**config.mk**
```make
export PLATFORM = sky130hd
export DESIGN_NAME = thermal_sampler
export DESIGN_NICKNAME = d
export VERILOG_FILES = /design/src/rtl/thermal_sampler.sv
export SDC_FILE = /design/constraint.sdc
export NUM_CORES = 1
export LEC_CHECK = 0
export CORE_MARGIN = 2
export CORE_UTILIZATION = 40
export CTS_CLUSTER_SIZE = 10
export DETAILED_ROUTE_END_ITERATION = 8
export PLACE_DENSITY = 0.66
export SKIP_LAST_GASP = 1
export SLEW_MARGIN = 20
export SYNTH_ARGS = -nofsm -noshare
export SYNTH_HDL_FRONTEND = slang
export SYNTH_SLANG_ARGS = --single-unit
```
**constraint.sdc**
```tcl
create_clock -name CLK -period 9.1 [get_ports CLK]
set_clock_uncertainty 0.05 [all_clocks]
set_input_delay 0.91 -clock CLK [delete_from_list [all_inputs] [get_ports CLK]]
set_output_delay 0.91 -clock CLK [all_outputs]
set_load 0.1 [all_outputs]
```
**src/rtl/thermal_sampler.sv**
```systemverilog
// thermal_sampler: polls a shared thermal ADC for every core in turn and boxcar-averages
// 2^AVG_LOG2 samples per core into a registered temperature with valid/hot/error flags.
// Latency: status outputs update in the cycle after adc_ack. Backpressure: the ADC stalls a
// request by withholding adc_ack, bounded to TIMEOUT cycles, after which the core is flagged.
//
// Ports:
//   CLK, RST    clock; synchronous active-high reset
//   adc_req     sample request to the shared ADC (high only in REQ)
//   adc_sel     core index being sampled, stable while adc_req is high
//   adc_ack     ADC sample available this cycle; adc_data valid with it
//   adc_data    raw ADC sample, top TEMP_W bits are degrees
//   temp_out    averaged temperatures, core i at [i*TEMP_W +: TEMP_W]
//   temp_valid  sticky, set on each core's first published average
//   hot         over-temperature flag with hysteresis
//   sensor_err  last request for that core timed out
//   round_done  one-cycle pulse after the last core of a round is serviced
module thermal_sampler #(
  parameter int NCORES     = 3,
  parameter int TEMP_W     = 8,
  parameter int ADC_W      = 10,
  parameter int AVG_LOG2   = 2,
  parameter int HOT_THRESH = 75,
  parameter int HYST       = 5,
  parameter int SAMPLE_GAP = 16,
  parameter int TIMEOUT    = 64,
  localparam int IDX_W     = (NCORES > 1) ? $clog2(NCORES) : 1
) (
  input  logic                     CLK,
  input  logic                     RST,
  output logic                     adc_req,
  output logic [IDX_W-1:0]         adc_sel,
  input  logic                     adc_ack,
  input  logic [ADC_W-1:0]         adc_data,
  output logic [NCORES*TEMP_W-1:0] temp_out,
  output logic [NCORES-1:0]        temp_valid,
  output logic [NCORES-1:0]        hot,
  output logic [NCORES-1:0]        sensor_err,
  output logic                     round_done
);

  localparam int SUM_W  = TEMP_W + AVG_LOG2;
  localparam int CNT_W  = (AVG_LOG2 > 0) ? AVG_LOG2 : 1;
  localparam int GAP_W  = (SAMPLE_GAP > 1) ? $clog2(SAMPLE_GAP + 1) : 1;
  localparam int TO_W   = (TIMEOUT > 1) ? $clog2(TIMEOUT) : 1;
  localparam int HOT_LO = HOT_THRESH - HYST;

  localparam logic [IDX_W-1:0] IDX_LAST   = IDX_W'(NCORES - 1);
  localparam logic [CNT_W-1:0] CNT_LAST   = CNT_W'((1 << AVG_LOG2) - 1);
  localparam logic [GAP_W-1:0] GAP_RELOAD = GAP_W'(SAMPLE_GAP);
  localparam logic [TO_W-1:0]  TO_LAST    = TO_W'(TIMEOUT - 1);

  typedef enum logic [1:0] {
    S_IDLE   = 2'd0,
    S_REQ    = 2'd1,
    S_SETTLE = 2'd2
  } state_t;

  // Sequencer state
  state_t            state_q, state_d;
  logic [GAP_W-1:0]  gap_q, gap_d;
  logic [TO_W-1:0]   tcnt_q, tcnt_d;
  logic [IDX_W-1:0]  idx_q, idx_d;
  logic              req_q, req_d;
  logic [IDX_W-1:0]  sel_q, sel_d;
  logic              done_q, done_d;

  // Per-core accumulators and published status
  logic [NCORES-1:0][SUM_W-1:0]  sum_q, sum_d;
  logic [NCORES-1:0][CNT_W-1:0]  cnt_q, cnt_d;
  logic [NCORES-1:0][TEMP_W-1:0] temp_q, temp_d;
  logic [NCORES-1:0]             valid_q, valid_d;
  logic [NCORES-1:0]             hot_q, hot_d;
  logic [NCORES-1:0]             err_q, err_d;

  // Request outcome this cycle: exactly one of these can be set, and only in REQ.
  logic take;
  logic tmo;

  logic [TEMP_W-1:0] sample;
  logic [SUM_W-1:0]  acc;
  logic [TEMP_W-1:0] avg;

  assign sample = adc_data[ADC_W-1 -: TEMP_W];

  if (ADC_W > TEMP_W) begin : g_unused_lsbs
    logic unused_lsbs;
    assign unused_lsbs = ^adc_data[ADC_W-TEMP_W-1:0];
  end

  // ---------------------------------------------------------------------------
  // Sequencer: next state and handshake outputs
  // ---------------------------------------------------------------------------
  always_comb begin
    state_d = state_q;
    gap_d   = gap_q;
    tcnt_d  = tcnt_q;
    idx_d   = idx_q;
    done_d  = 1'b0;
    take    = 1'b0;
    tmo     = 1'b0;

    unique case (state_q)
      S_IDLE: begin
        if (gap_q == '0) begin
          state_d = S_REQ;
          tcnt_d  = '0;
        end else begin
          gap_d = gap_q - 1'b1;
        end
      end

      S_REQ: begin
        // An ack arriving in the last allowed cycle still wins over the timeout.
        if (adc_ack) begin
          take = 1'b1;
        end else if (tcnt_q == TO_LAST) begin
          tmo = 1'b1;
        end else begin
          tcnt_d = tcnt_q + 1'b1;
        end

        if (take || tmo) begin
          if (idx_q == IDX_LAST) begin
            state_d = S_IDLE;
            idx_d   = '0;
            gap_d   = GAP_RELOAD;
            done_d  = 1'b1;
          end else begin
            state_d = S_SETTLE;
          end
        end
      end

      S_SETTLE: begin
        idx_d   = idx_q + 1'b1;
        tcnt_d  = '0;
        state_d = S_REQ;
      end

      default: begin
        state_d = S_IDLE;
      end
    endcase

    // Handshake outputs are registered copies of where the FSM is headed.
    req_d = (state_d == S_REQ);
    sel_d = idx_d;
  end

  // ---------------------------------------------------------------------------
  // Datapath: accumulate, publish averages, hysteresis and error flags
  // ---------------------------------------------------------------------------
  always_comb begin
    sum_d   = sum_q;
    cnt_d   = cnt_q;
    temp_d  = temp_q;
    valid_d = valid_q;
    hot_d   = hot_q;
    err_d   = err_q;

    // SUM_W is wide enough for 2^AVG_LOG2 full-scale samples, so no overflow,
    // and its top TEMP_W bits are the floor of the window average.
    acc = sum_q[idx_q] + SUM_W'(sample);
    avg = acc[SUM_W-1 -: TEMP_W];

    if (take) begin
      err_d[idx_q] = 1'b0;
      if (cnt_q[idx_q] == CNT_LAST) begin
        temp_d[idx_q]  = avg;
        valid_d[idx_q] = 1'b1;
        sum_d[idx_q]   = '0;
        cnt_d[idx_q]   = '0;
        if (int'(avg) > HOT_THRESH) begin
          hot_d[idx_q] = 1'b1;
        end else if (int'(avg) < HOT_LO) begin
          hot_d[idx_q] = 1'b0;
        end
      end else begin
        sum_d[idx_q] = acc;
        cnt_d[idx_q] = cnt_q[idx_q] + 1'b1;
      end
    end else if (tmo) begin
      err_d[idx_q] = 1'b1;
    end
  end

  // ---------------------------------------------------------------------------
  // State registers
  // ---------------------------------------------------------------------------
  always_ff @(posedge CLK) begin
    if (RST) begin
      state_q <= S_IDLE;
      gap_q   <= '0;
      tcnt_q  <= '0;
      idx_q   <= '0;
      req_q   <= 1'b0;
      sel_q   <= '0;
      done_q  <= 1'b0;
      sum_q   <= '0;
      cnt_q   <= '0;
      temp_q  <= '0;
      valid_q <= '0;
      hot_q   <= '0;
      err_q   <= '0;
    end else begin
      state_q <= state_d;
      gap_q   <= gap_d;
      tcnt_q  <= tcnt_d;
      idx_q   <= idx_d;
      req_q   <= req_d;
      sel_q   <= sel_d;
      done_q  <= done_d;
      sum_q   <= sum_d;
      cnt_q   <= cnt_d;
      temp_q  <= temp_d;
      valid_q <= valid_d;
      hot_q   <= hot_d;
      err_q   <= err_d;
    end
  end

  assign adc_req    = req_q;
  assign adc_sel    = sel_q;
  assign temp_out   = temp_q;
  assign temp_valid = valid_q;
  assign hot        = hot_q;
  assign sensor_err = err_q;
  assign round_done = done_q;

endmodule

```
== Word-level counts from Yosys, hierarchy flattened ==
Cells that the tools add are included.
Operators by class
  multiply operators: 0
  reductions and logical operators: 15
  div/mod/pow operators: 0
  add/sub/neg operators: 5
  $lt $le $gt $ge: 4
  bitwise gates (word level): 12
  mux-type cells: 44
  equality and inequality tests: 12
  shifts and indexed selects: 0
Operators with widths (number)
  30-bit bitwise AND: 1
  30-bit bitwise mux: 1
  30-bit two-way mux: 1
  30-bit NOT: 1
  24-bit bitwise mux: 1
  6-bit two-way mux: 4
  10-bit binary-select mux with 2-bit select: 1
  10-bit demux with 2-bit select: 1
  10-bit two-way mux: 2
  6-bit one-hot mux with 3 select lines: 1
  8-bit demux with 2-bit select: 1
  5-bit two-way mux: 3
  2-bit two-way mux: 7
  3-bit two-way mux: 4
  2-bit != test (second input constant): 6
  10-bit by 8-bit adder with 10-bit output: 1
  5-bit one-hot mux with 2 select lines: 1
  1-bit two-way mux: 9
  3-bit OR: 3
  8-bit by 7-bit greater-than comparator with 1-bit output (second input constant): 1
  8-bit by 7-bit less-than comparator with 1-bit output (second input constant): 1
  8-bit two-way mux: 1
  4-bit AND reduction: 2
  2-bit nonzero test: 4
  27 further kinds: 34
Word-level totals
  RAM bits: 0
  bits in read-only memories: 0
  input bits: 13
  output and inout bits: 37
  latch bits: 0
  bits in registers: 86
  memories kept: 0
  logic and storage cells: 110

== Logic depth before layout (Yosys ltp) ==
Gate-level depths: netlist (run 1).
  depth in word-level cells: 8
  gate-level depth with buffers: 14
  depth with buffers taken out: 12

== Least setup slack after synthesis (run 1) ==
Ideal clock, no wire load.
  path type: reg-to-reg
  start point: register sel_q[1], in the netlist adc_sel[1]
  end point: register (tool-made name)
  period minus slack after synthesis: 3.774 ns
  buffers on the path: 3
  required time: 8.918 ns
  library setup time: 0.132 ns
  cell stages (with the launch flop): 14
  arrival: 3.591 ns
  path slack: 5.326 ns
  path through: dfxtp_1 > buf_2 > buf_1 > mux2i_1 > o21ai_0 > ha_1 > buf_2 > o211a_1 > a211oi_2 > nor2_1 > xnor2_2 > o2111ai_1 > a21oi_1 > o32ai_1
RTL lines
  start: declaration: line 64  | logic [IDX_W-1:0] sel_q, sel_d;
  start signal: assignment: line 211  | sel_q <= sel_d;

==> impl_metrics.env, run 1 <==
export IMPL_tightest_slew_ns=1.01
export IMPL_syn_avg_cell_area_um2=8.13
export IMPL_p_total_mw=0.932
export IMPL_hp_class="flop to flop"
export IMPL_crit_type="flop to flop"
export IMPL_place_inst=642
export IMPL_die_x_um=104
export IMPL_antenna_found_initial=0
export IMPL_r2r_start="adc_sel[0]"
export IMPL_setup_viol=0
export IMPL_dr_pass1_iters=5
export IMPL_grt_pass1_wl_mm=16.0
export IMPL_diodes=0
export IMPL_cp_required_ns=9.25
export IMPL_coreArea_um2=9730
export IMPL_synth_seq_cells=86
export IMPL_layout_drive_gt1_share=0.0630
export IMPL_num_rows=36
export IMPL_synth_nets=517
export IMPL_hpwlAfterDp_mm=6.29
export IMPL_nFillCells=983
export IMPL_endpoint_kind="flop"
export IMPL_cts_buffers=9
export IMPL_final_hold_violation_count=0
export IMPL_clkSinkCount=86
export IMPL_track_usage=0.183
export IMPL_drc=0
export IMPL_grt_max_degree=86
export IMPL_post_route_period_util=0.451
export IMPL_grt_pass1_vias=3306
export IMPL_layout_nets=548
export IMPL_start_util=0.409
export IMPL_wl_mm=9.66
export IMPL_drtIter0Drc=149
export IMPL_cts_clk_slew_worst_paths_ns=0.08
export IMPL_arrival_ns=4.26
export IMPL_cts_tree="built"
export IMPL_holdBufCountCts=0
export IMPL_min_period_ns=4.10
export IMPL_ys_types=53
export IMPL_instances_no_fill=657
export IMPL_overflow=0
export IMPL_max_cap_violations=0
export IMPL_yosysWarnings=0
export IMPL_clockBufferDepth=2
export IMPL_synth_cell_area_um2=3980
export IMPL_final_core_util=0.481
export IMPL_timing_fmax_ghz=0.244
export IMPL_p_leak_nw=1.63
export IMPL_cts_htree_levels=3
export IMPL_ir_drop_uv=76.8
export IMPL_rsz0062_at_grt="no"
export IMPL_synth_cells=489
export IMPL_postCtsSetupBuffers=0
export IMPL_syn2layout_area_growth_pct=17.7
export IMPL_slew_viol_final=0
export IMPL_worstSetupStartpointType="flop"
export IMPL_ant_nets=0
export IMPL_slew_limit_headroom=0.324
export IMPL_final_cell_mix="86 x dfxtp_1, 81 x nand2_1, 73 x nor2_1"
export IMPL_tns_ns=0
export IMPL_cts_resized=0
export IMPL_die_area_um2=10800
export IMPL_synth_seq_area_share=0.433
export IMPL_worstPathMaxFanout=19
export IMPL_fp_dieH_um=104
export IMPL_vias_per_cell=5.20
export IMPL_place_congestion=0.805
export IMPL_final_common_cell="dfxtp_1"
export IMPL_port_buffers=47
export IMPL_startpoint="adc_sel[0]"
export IMPL_vias=3416
export IMPL_status="completed"
export IMPL_ios=50
export IMPL_worstHoldStart="sum_q[27]"
export IMPL_clk_latency_ns=0.35
export IMPL_wl_per_cell_um=14.7
export IMPL_power_per_cell_area_nw_per_um2=199
export IMPL_cts_root_buffer="clkbuf_8"
-- where the power goes --
part | leakage [nW] | switching (mW) | internal [mW]
clock network | 0.0926 | 0.128 | 0.113
logic | 0.846 | 0.171 | 0.0955
registers | 0.695 | 0.0256 | 0.399
-- synth_stat cells, drive strengths merged --
cell type | instances | area, um^2
dfxtp | 86 | 1720
nand2 | 82 | 310
nor2 | 73 | 274
a21oi | 65 | 337
clkbuf | 23 | 86.3
ha | 14 | 175
o21ai | 14 | 77.6
mux2i | 12 | 120
nor3 | 12 | 60.1
nand3 | 11 | 55.1
xnor2 | 9 | 101
a211oi | 8 | 70.1
nand2b | 8 | 50.1
nor2b | 7 | 43.8
a31oi | 6 | 37.5
buf | 6 | 31.3
inv | 6 | 22.5
and3 | 5 | 31.3
xor2 | 5 | 58.8
and2 | 4 | 25.0
nor4 | 3 | 25.0
o32ai | 3 | 26.3
a21o | 2 | 15.0
nand3b | 2 | 15.0
nand4 | 2 | 12.5
nor3b | 2 | 15.0
o21bai | 2 | 15.0
o22ai | 2 | 12.5
a2111oi | 1 | 10.0
a311oi | 1 | 8.76
a31o | 1 | 8.76
and3b | 1 | 8.76
clkinv | 1 | 3.75
fa | 1 | 20.0
nand4b | 1 | 8.76
nor4b | 1 | 23.8
o2111a | 1 | 11.3
o2111ai | 1 | 8.76
o211a | 1 | 10.0
o21a | 1 | 7.51
or2 | 1 | 6.26
or3 | 1 | 6.26
or4b | 1 | 10.0
-- worst max-delay path, stage by stage, from the launching register on --
cell and delay, ns:
dfxtp_1 0.81, nor2b_1 0.81, nand2_1 0.10, o21ai_0 0.22, ha_1 0.33, a211oi_2 0.29
o21bai_1 0.17, a21oi_2 0.20, xor2_2 0.37, o2111ai_1 0.25, a21oi_1 0.22, o32ai_1 0.11
-- final timing paths --
path | to | slack, ns | cells past startpoint
max reg2reg | flop | 5.00 | 11
max | flop | 5.00 | 11
min reg2reg | sum_q[27] | 0.40 | 2
min | sum_q[27] | 0.40 | 2
-- state kept, by name (all words and copies together) (netlist names), named ones only --
signal	flops
sum_q	30
temp_out	24
cnt_q	6
tcnt_q	6
gap_q	5
temp_valid	3
adc_sel	2
state_q	2
adc_req	1
round_done	1
-- metrics by stage --
| stage | area (um^2) | worst slack [ns] | hold WS [ns] |
|---|---|---|---|
| finish | 4680 | 5.00 | 0.405 |
| global route | 4680 | 4.72 | 0.424 |
| CTS | 4680 | 5.02 | 0.407 |
| detailed placement | 4510 | 5.04 | 0.396 |
| global placement | 4510 | 5.10 | 0.391 |
| floorplan | 3980 | 5.33 | 0.386 |
-- area by class of cell --
cell class	count	area [um^2]	area share
repair buffers	49	480	0.103
flip-flops and latches	86	1720	0.368
clock inverters	3	18.8	0.00401
inverters	7	26.3	0.00561
well taps	133	166	0.0356
clock buffers	12	155	0.0331
multi-input cells	367	2110	0.451
-- kinds of logic after synthesis --
group | share of synthesized area
flip-flops | 0.433
AO/OA/AOI/OAI | 0.165
AND/OR/NAND/NOR | 0.247
multiplexers | 0.0302
buffers and inverters | 0.0362
XOR/XNOR | 0.0403
adder cells (fa/ha/maj) | 0.0491
-- routing by layer --
layer  vias up  track usage  share of wire
met5         -            0              0
met3        10       0.0346          0.048
li1       1724            -              -
met1      1603        0.233           0.45
met2        79        0.312           0.49
met4         0       0.0569          0.012
No activity file was read; power rests on OpenSTA's default activity.
==> run 2, diff against run 1 <==
Clock period 9.1 ns to 4.2 ns, I/O delays scaled along.
==> impl_metrics.env, run 2 (synthesis results as in run 1) <==
export IMPL_tightest_slew_ns=1.09
export IMPL_slew_limit_headroom=0.274
export IMPL_grt_pass1_wl_mm=15.8
export IMPL_holdBufCountCts=0
export IMPL_post_route_period_util=0.812
export IMPL_place_congestion=0.794
export IMPL_setup_viol=0
export IMPL_clk_latency_ns=0.36
export IMPL_worstPathMaxFanout=10
export IMPL_arrival_ns=3.57
export IMPL_final_cell_mix="86 x dfxtp_1, 81 x nand2_1, 73 x nor2_1"
export IMPL_diodes=0
export IMPL_die_area_um2=10800
export IMPL_p_int_mw=1.43
export IMPL_cts_resized=0
export IMPL_endpoint_kind="flop"
export IMPL_status="completed"
export IMPL_overflow=0
export IMPL_largest_reg_flops=30
export IMPL_drc=0
export IMPL_cp_required_ns=4.36
export IMPL_cts_clk_slew_worst_paths_ns=0.09
export IMPL_ant_nets=0
export IMPL_wl_per_cell_um=14.4
export IMPL_dr_pass1_iters=4
export IMPL_cts_buffers=9
export IMPL_clockBufferDepth=2
export IMPL_grt_max_degree=63
export IMPL_final_hold_violation_count=0
export IMPL_max_cap_violations=0
export IMPL_fp_dieH_um=104
export IMPL_top_register="sum_q"
export IMPL_postCtsSetupBuffers=0
export IMPL_antenna_found_initial=0
export IMPL_clkSinkCount=86
export IMPL_p_leak_nw=1.68
export IMPL_nFillCells=961
export IMPL_worstSetupStartpointType="flop"
export IMPL_slew_viol_final=0
export IMPL_dp_slack_ns=0.846
export IMPL_track_usage=0.181
export IMPL_rsz0062_at_grt="no"
export IMPL_power_frac_seq=0.423
export IMPL_ios=50
export IMPL_instances_no_fill=662
export IMPL_coreArea_um2=9730
export IMPL_layout_drive_gt1_share=0.0737
export IMPL_start_util=0.409
export IMPL_power_per_cell_area_nw_per_um2=453
export IMPL_vias_per_cell=5.14
export IMPL_crit_type="flop to flop"
export IMPL_port_buffers=47
export IMPL_final_common_cell="dfxtp_1"
export IMPL_layout_nets=552
export IMPL_p_sw_mw=0.728
export IMPL_hp_class="flop to flop"
export IMPL_cts_root_buffer="clkbuf_8"
export IMPL_grt_pass1_vias=3173
export IMPL_tns_ns=0
export IMPL_drtIter0Drc=266
export IMPL_wl_mm=9.52
export IMPL_cts_htree_levels=3
export IMPL_setup_slack_ns=0.791
export IMPL_switching_share=0.337
export IMPL_ir_drop_uv=173
export IMPL_comb_power_share=0.271
export IMPL_vias=3403
export IMPL_hpwlAfterDp_mm=6.38
export IMPL_num_rows=36
export IMPL_min_period_ns=3.41
export IMPL_cts_tree="built"
export IMPL_clkPwrFrac=0.306
export IMPL_die_x_um=104
export IMPL_syn2layout_area_growth_pct=19.8
export IMPL_place_inst=646
export IMPL_timing_fmax_ghz=0.293
==> run 2: worst paths after layout <==
kind              start        to  slack (ns)  cells past startpoint
min            sum_q[7]  sum_q[7]        0.41                      2
max reg2reg  adc_sel[1]      flop        0.79                     13
max          adc_sel[1]      flop        0.79                     13
min reg2reg    sum_q[7]  sum_q[7]        0.41                      2
==> run 2: routing by layer <==
layer,track usage,routed length [um],part of all wire,up-vias
met2,0.290,4640,0.49,61
met5,0,0,0,-
met4,0.0647,106,0.011,0
met1,0.246,4400,0.46,1597
met3,0.0321,374,0.039,8
li1,-,-,-,1737
==> run 2: power by group through the flow <==
stage                     combinational [mW]  clock [mW]  sequential [mW]
after detailed placement               0.586           0            0.934
after global placement                 0.574           0            0.931
after global routing                   0.652       0.716            0.924
after floorplan                        0.409           0            0.974
final                                  0.584       0.661            0.915
after CTS                              0.589       0.678            0.914
==> run 2: metrics by stage <==
stage               area (um^2)  hold slack (ns)   util  power [mW]
detailed placement         4540            0.396  0.466        1.52
floorplan                  3980            0.386      -        1.38
global route               4770            0.424  0.490        2.29
finish                     4770            0.406  0.490        2.16
global placement           4540            0.391  0.466        1.51
CTS                        4770            0.408  0.490        2.18
==> run 2: final cells by class <==
type,instances,area [um^2],share of cell area
Sequential cell,86,1720,0.361
Tap cell,133,166,0.0349
Timing Repair Buffer,53,510,0.107
Clock buffer,10,138,0.0289
Multi-Input combinational cell,367,2110,0.443
Inverter,7,26.3,0.00551
Clock inverter,6,91.3,0.0192
==> run 2: critical path: stages (launching register included) <==
cell,delay (ns)
dfxtp_1,0.52
nor2b_1,0.08
buf_4,0.19
nand2_1,0.07
o21ai_0,0.07
ha_1,0.26
fa_1,0.42
a21o_1,0.20
nand4_1,0.09
nand3_1,0.12
xnor2_1,0.54
o2111ai_1,0.31
a21oi_1,0.22
o32ai_1,0.11
==> run 3, diff against run 2 <==
Settings changed: PLACE_DENSITY 0.66 to 0.68.
Clock period 4.2 ns to 2.85 ns, I/O delays scaled along.
==> impl_metrics.env, run 3 (synthesis results as in run 1) <==
export IMPL_cp_required_ns=3.01
export IMPL_vias_per_cell=5.14
export IMPL_grt_pass1_wl_mm=16.5
export IMPL_syn2layout_area_growth_pct=27.7
export IMPL_switching_share=0.353
export IMPL_layout_drive_gt1_share=0.241
export IMPL_hp_class="flop to flop"
export IMPL_path_delay_family="compound AO/OA/AOI/OAI gates"
export IMPL_cpMaxStageDelayCell="dfxtp_4"
export IMPL_ant_nets=0
export IMPL_clk_latency_ns=0.36
export IMPL_grt_pass1_vias=3474
export IMPL_path_cells="buf_4 -> mux2i_1 -> o21ai_1 -> ha_2 -> fa_2 -> a21o_1 -> nand4_1 -> nand3_2 -> a31oi_4 -> xnor2_2 -> buf_4 -> a31oi_1 -> nor2_1"
export IMPL_seq_area_um2=1730
export IMPL_clkPwrFrac=0.255
export IMPL_final_hold_violation_count=0
export IMPL_tightest_slew_ns=0.871
export IMPL_place_inst=678
export IMPL_setup_viol=0
export IMPL_wl_per_cell_um=14.3
export IMPL_final_common_cell="dfxtp_1"
export IMPL_min_period_ns=2.78
export IMPL_cts_htree_levels=3
export IMPL_dr_pass1_iters=4
export IMPL_track_usage=0.187
export IMPL_endpoint_kind="flop"
export IMPL_power_per_cell_area_nw_per_um2=633
export IMPL_p_total_mw=3.21
export IMPL_drc=0
export IMPL_cts_tree="built"
export IMPL_slew_limit_headroom=0.419
export IMPL_arrival_ns=2.94
export IMPL_multi_input_area_um2=2240
export IMPL_hpwlAfterDp_mm=6.93
export IMPL_clkSinkCount=86
export IMPL_largest_reg_flops=30
export IMPL_p_sw_mw=1.14
export IMPL_nFillCells=945
export IMPL_crit_type="flop to flop"
export IMPL_ios=50
export IMPL_hold_ws_ns=0.408
export IMPL_cts_buffers=9
export IMPL_status="completed"
export IMPL_rsz0062_at_grt="yes"
export IMPL_cts_clk_slew_worst_paths_ns=0.08
export IMPL_top_register="sum_q"
export IMPL_comb_power_share=0.326
export IMPL_layout_nets=592
export IMPL_clockBufferDepth=2
export IMPL_max_cap_violations=0
export IMPL_max_stage_delay_ns=0.40
export IMPL_worstPathMaxFanout=6
export IMPL_post_route_period_util=0.975
export IMPL_holdBufCountCts=0
export IMPL_slew_viol_final=0
export IMPL_coreArea_um2=9730
export IMPL_ir_drop_uv=263
export IMPL_instances_no_fill=702
export IMPL_num_rows=36
export IMPL_worstSetupStartpointType="flop"
export IMPL_drtIter0Drc=170
export IMPL_cts_root_buffer="clkbuf_8"
export IMPL_grt_max_degree=51
export IMPL_die_x_um=104
export IMPL_diodes=0
export IMPL_p_leak_nw=1.96
export IMPL_vias=3605
export IMPL_timing_fmax_ghz=0.360
export IMPL_wl_mm=10.0
export IMPL_p_int_mw=2.08
export IMPL_start_util=0.409
export IMPL_die_area_um2=10800
export IMPL_port_buffers=47
export IMPL_fp_dieH_um=104
export IMPL_antenna_found_initial=0
export IMPL_final_cell_mix="84 x dfxtp_1, 81 x nand2_1, 80 x buf_4"
export IMPL_overflow=0
export IMPL_path_buf_inv=2
export IMPL_crit_top_cell="buf_4"
export IMPL_place_area_um2=4700
export IMPL_stdcell_area_um2=5080
export IMPL_power_frac_seq=0.419
export IMPL_place_congestion=0.824
## run 3: layout make-up
class,count,area share
tap,133,0.0328
multi-input combinational,367,0.440
clock buffer,11,0.0298
clock inverter,5,0.00788
timing repair buffer,93,0.144
sequential,86,0.340
inverter,7,0.00517
## run 3: power by group through the flow
stage          sequential, mW  combinational, mW  clock, mW
6_report                 1.35               1.05      0.820
5_1_grt                  1.36               1.16      0.876
4_1_cts                  1.35              0.996      0.840
3_5_place_dp             1.37              0.978          0
3_3_place_gp             1.37              0.954          0
2_1_floorplan            1.44              0.605          0
## run 3: metal layers
metal	GRT usage	part of all wire
met3	0.0396	0.047
met2	0.322	0.50
met1	0.234	0.44
met5	0	0
met4	0.0637	0.016
## run 3: timing repair
| item | in CTS | in global routing |
|---|---|---|
| resized for setup | 3 | 25 |
| pin swaps | 1 | 19 |
| setup buffers | 1 | 7 |
| setup endpoints to repair | 3 | 33 |
## run 3: stage by stage
step	setup WS [ns]	utilization	setup TNS, ns
floorplan	-0.107	-	-0.300
global placement	0.0589	0.483	0
CTS	0.00172	0.505	0
finish	0.0710	0.522	0
detailed placement	-0.0758	0.483	-0.141
global route	-0.0980	0.522	-0.409
## run 3: final timing paths
check	from	to	slack [ns]	cells past startpoint
max reg2reg	adc_sel[1]	sum_q[28]	0.07	13
min reg2reg	cnt_q[5]	cnt_q[5]	0.41	2
min	cnt_q[5]	cnt_q[5]	0.41	2
max	adc_sel[1]	sum_q[28]	0.07	13
## run 3: worst reg2reg max path, cell delays in order, from the launching register on
cell and delay [ns]:
dfxtp_4 0.40, buf_4 0.12, mux2i_1 0.17, o21ai_1 0.09, ha_2 0.21, fa_2 0.35, a21o_1 0.23, nand4_1 0.12
nand3_2 0.14, a31oi_4 0.23, xnor2_2 0.13, buf_4 0.17, a31oi_1 0.19, nor2_1 0.06
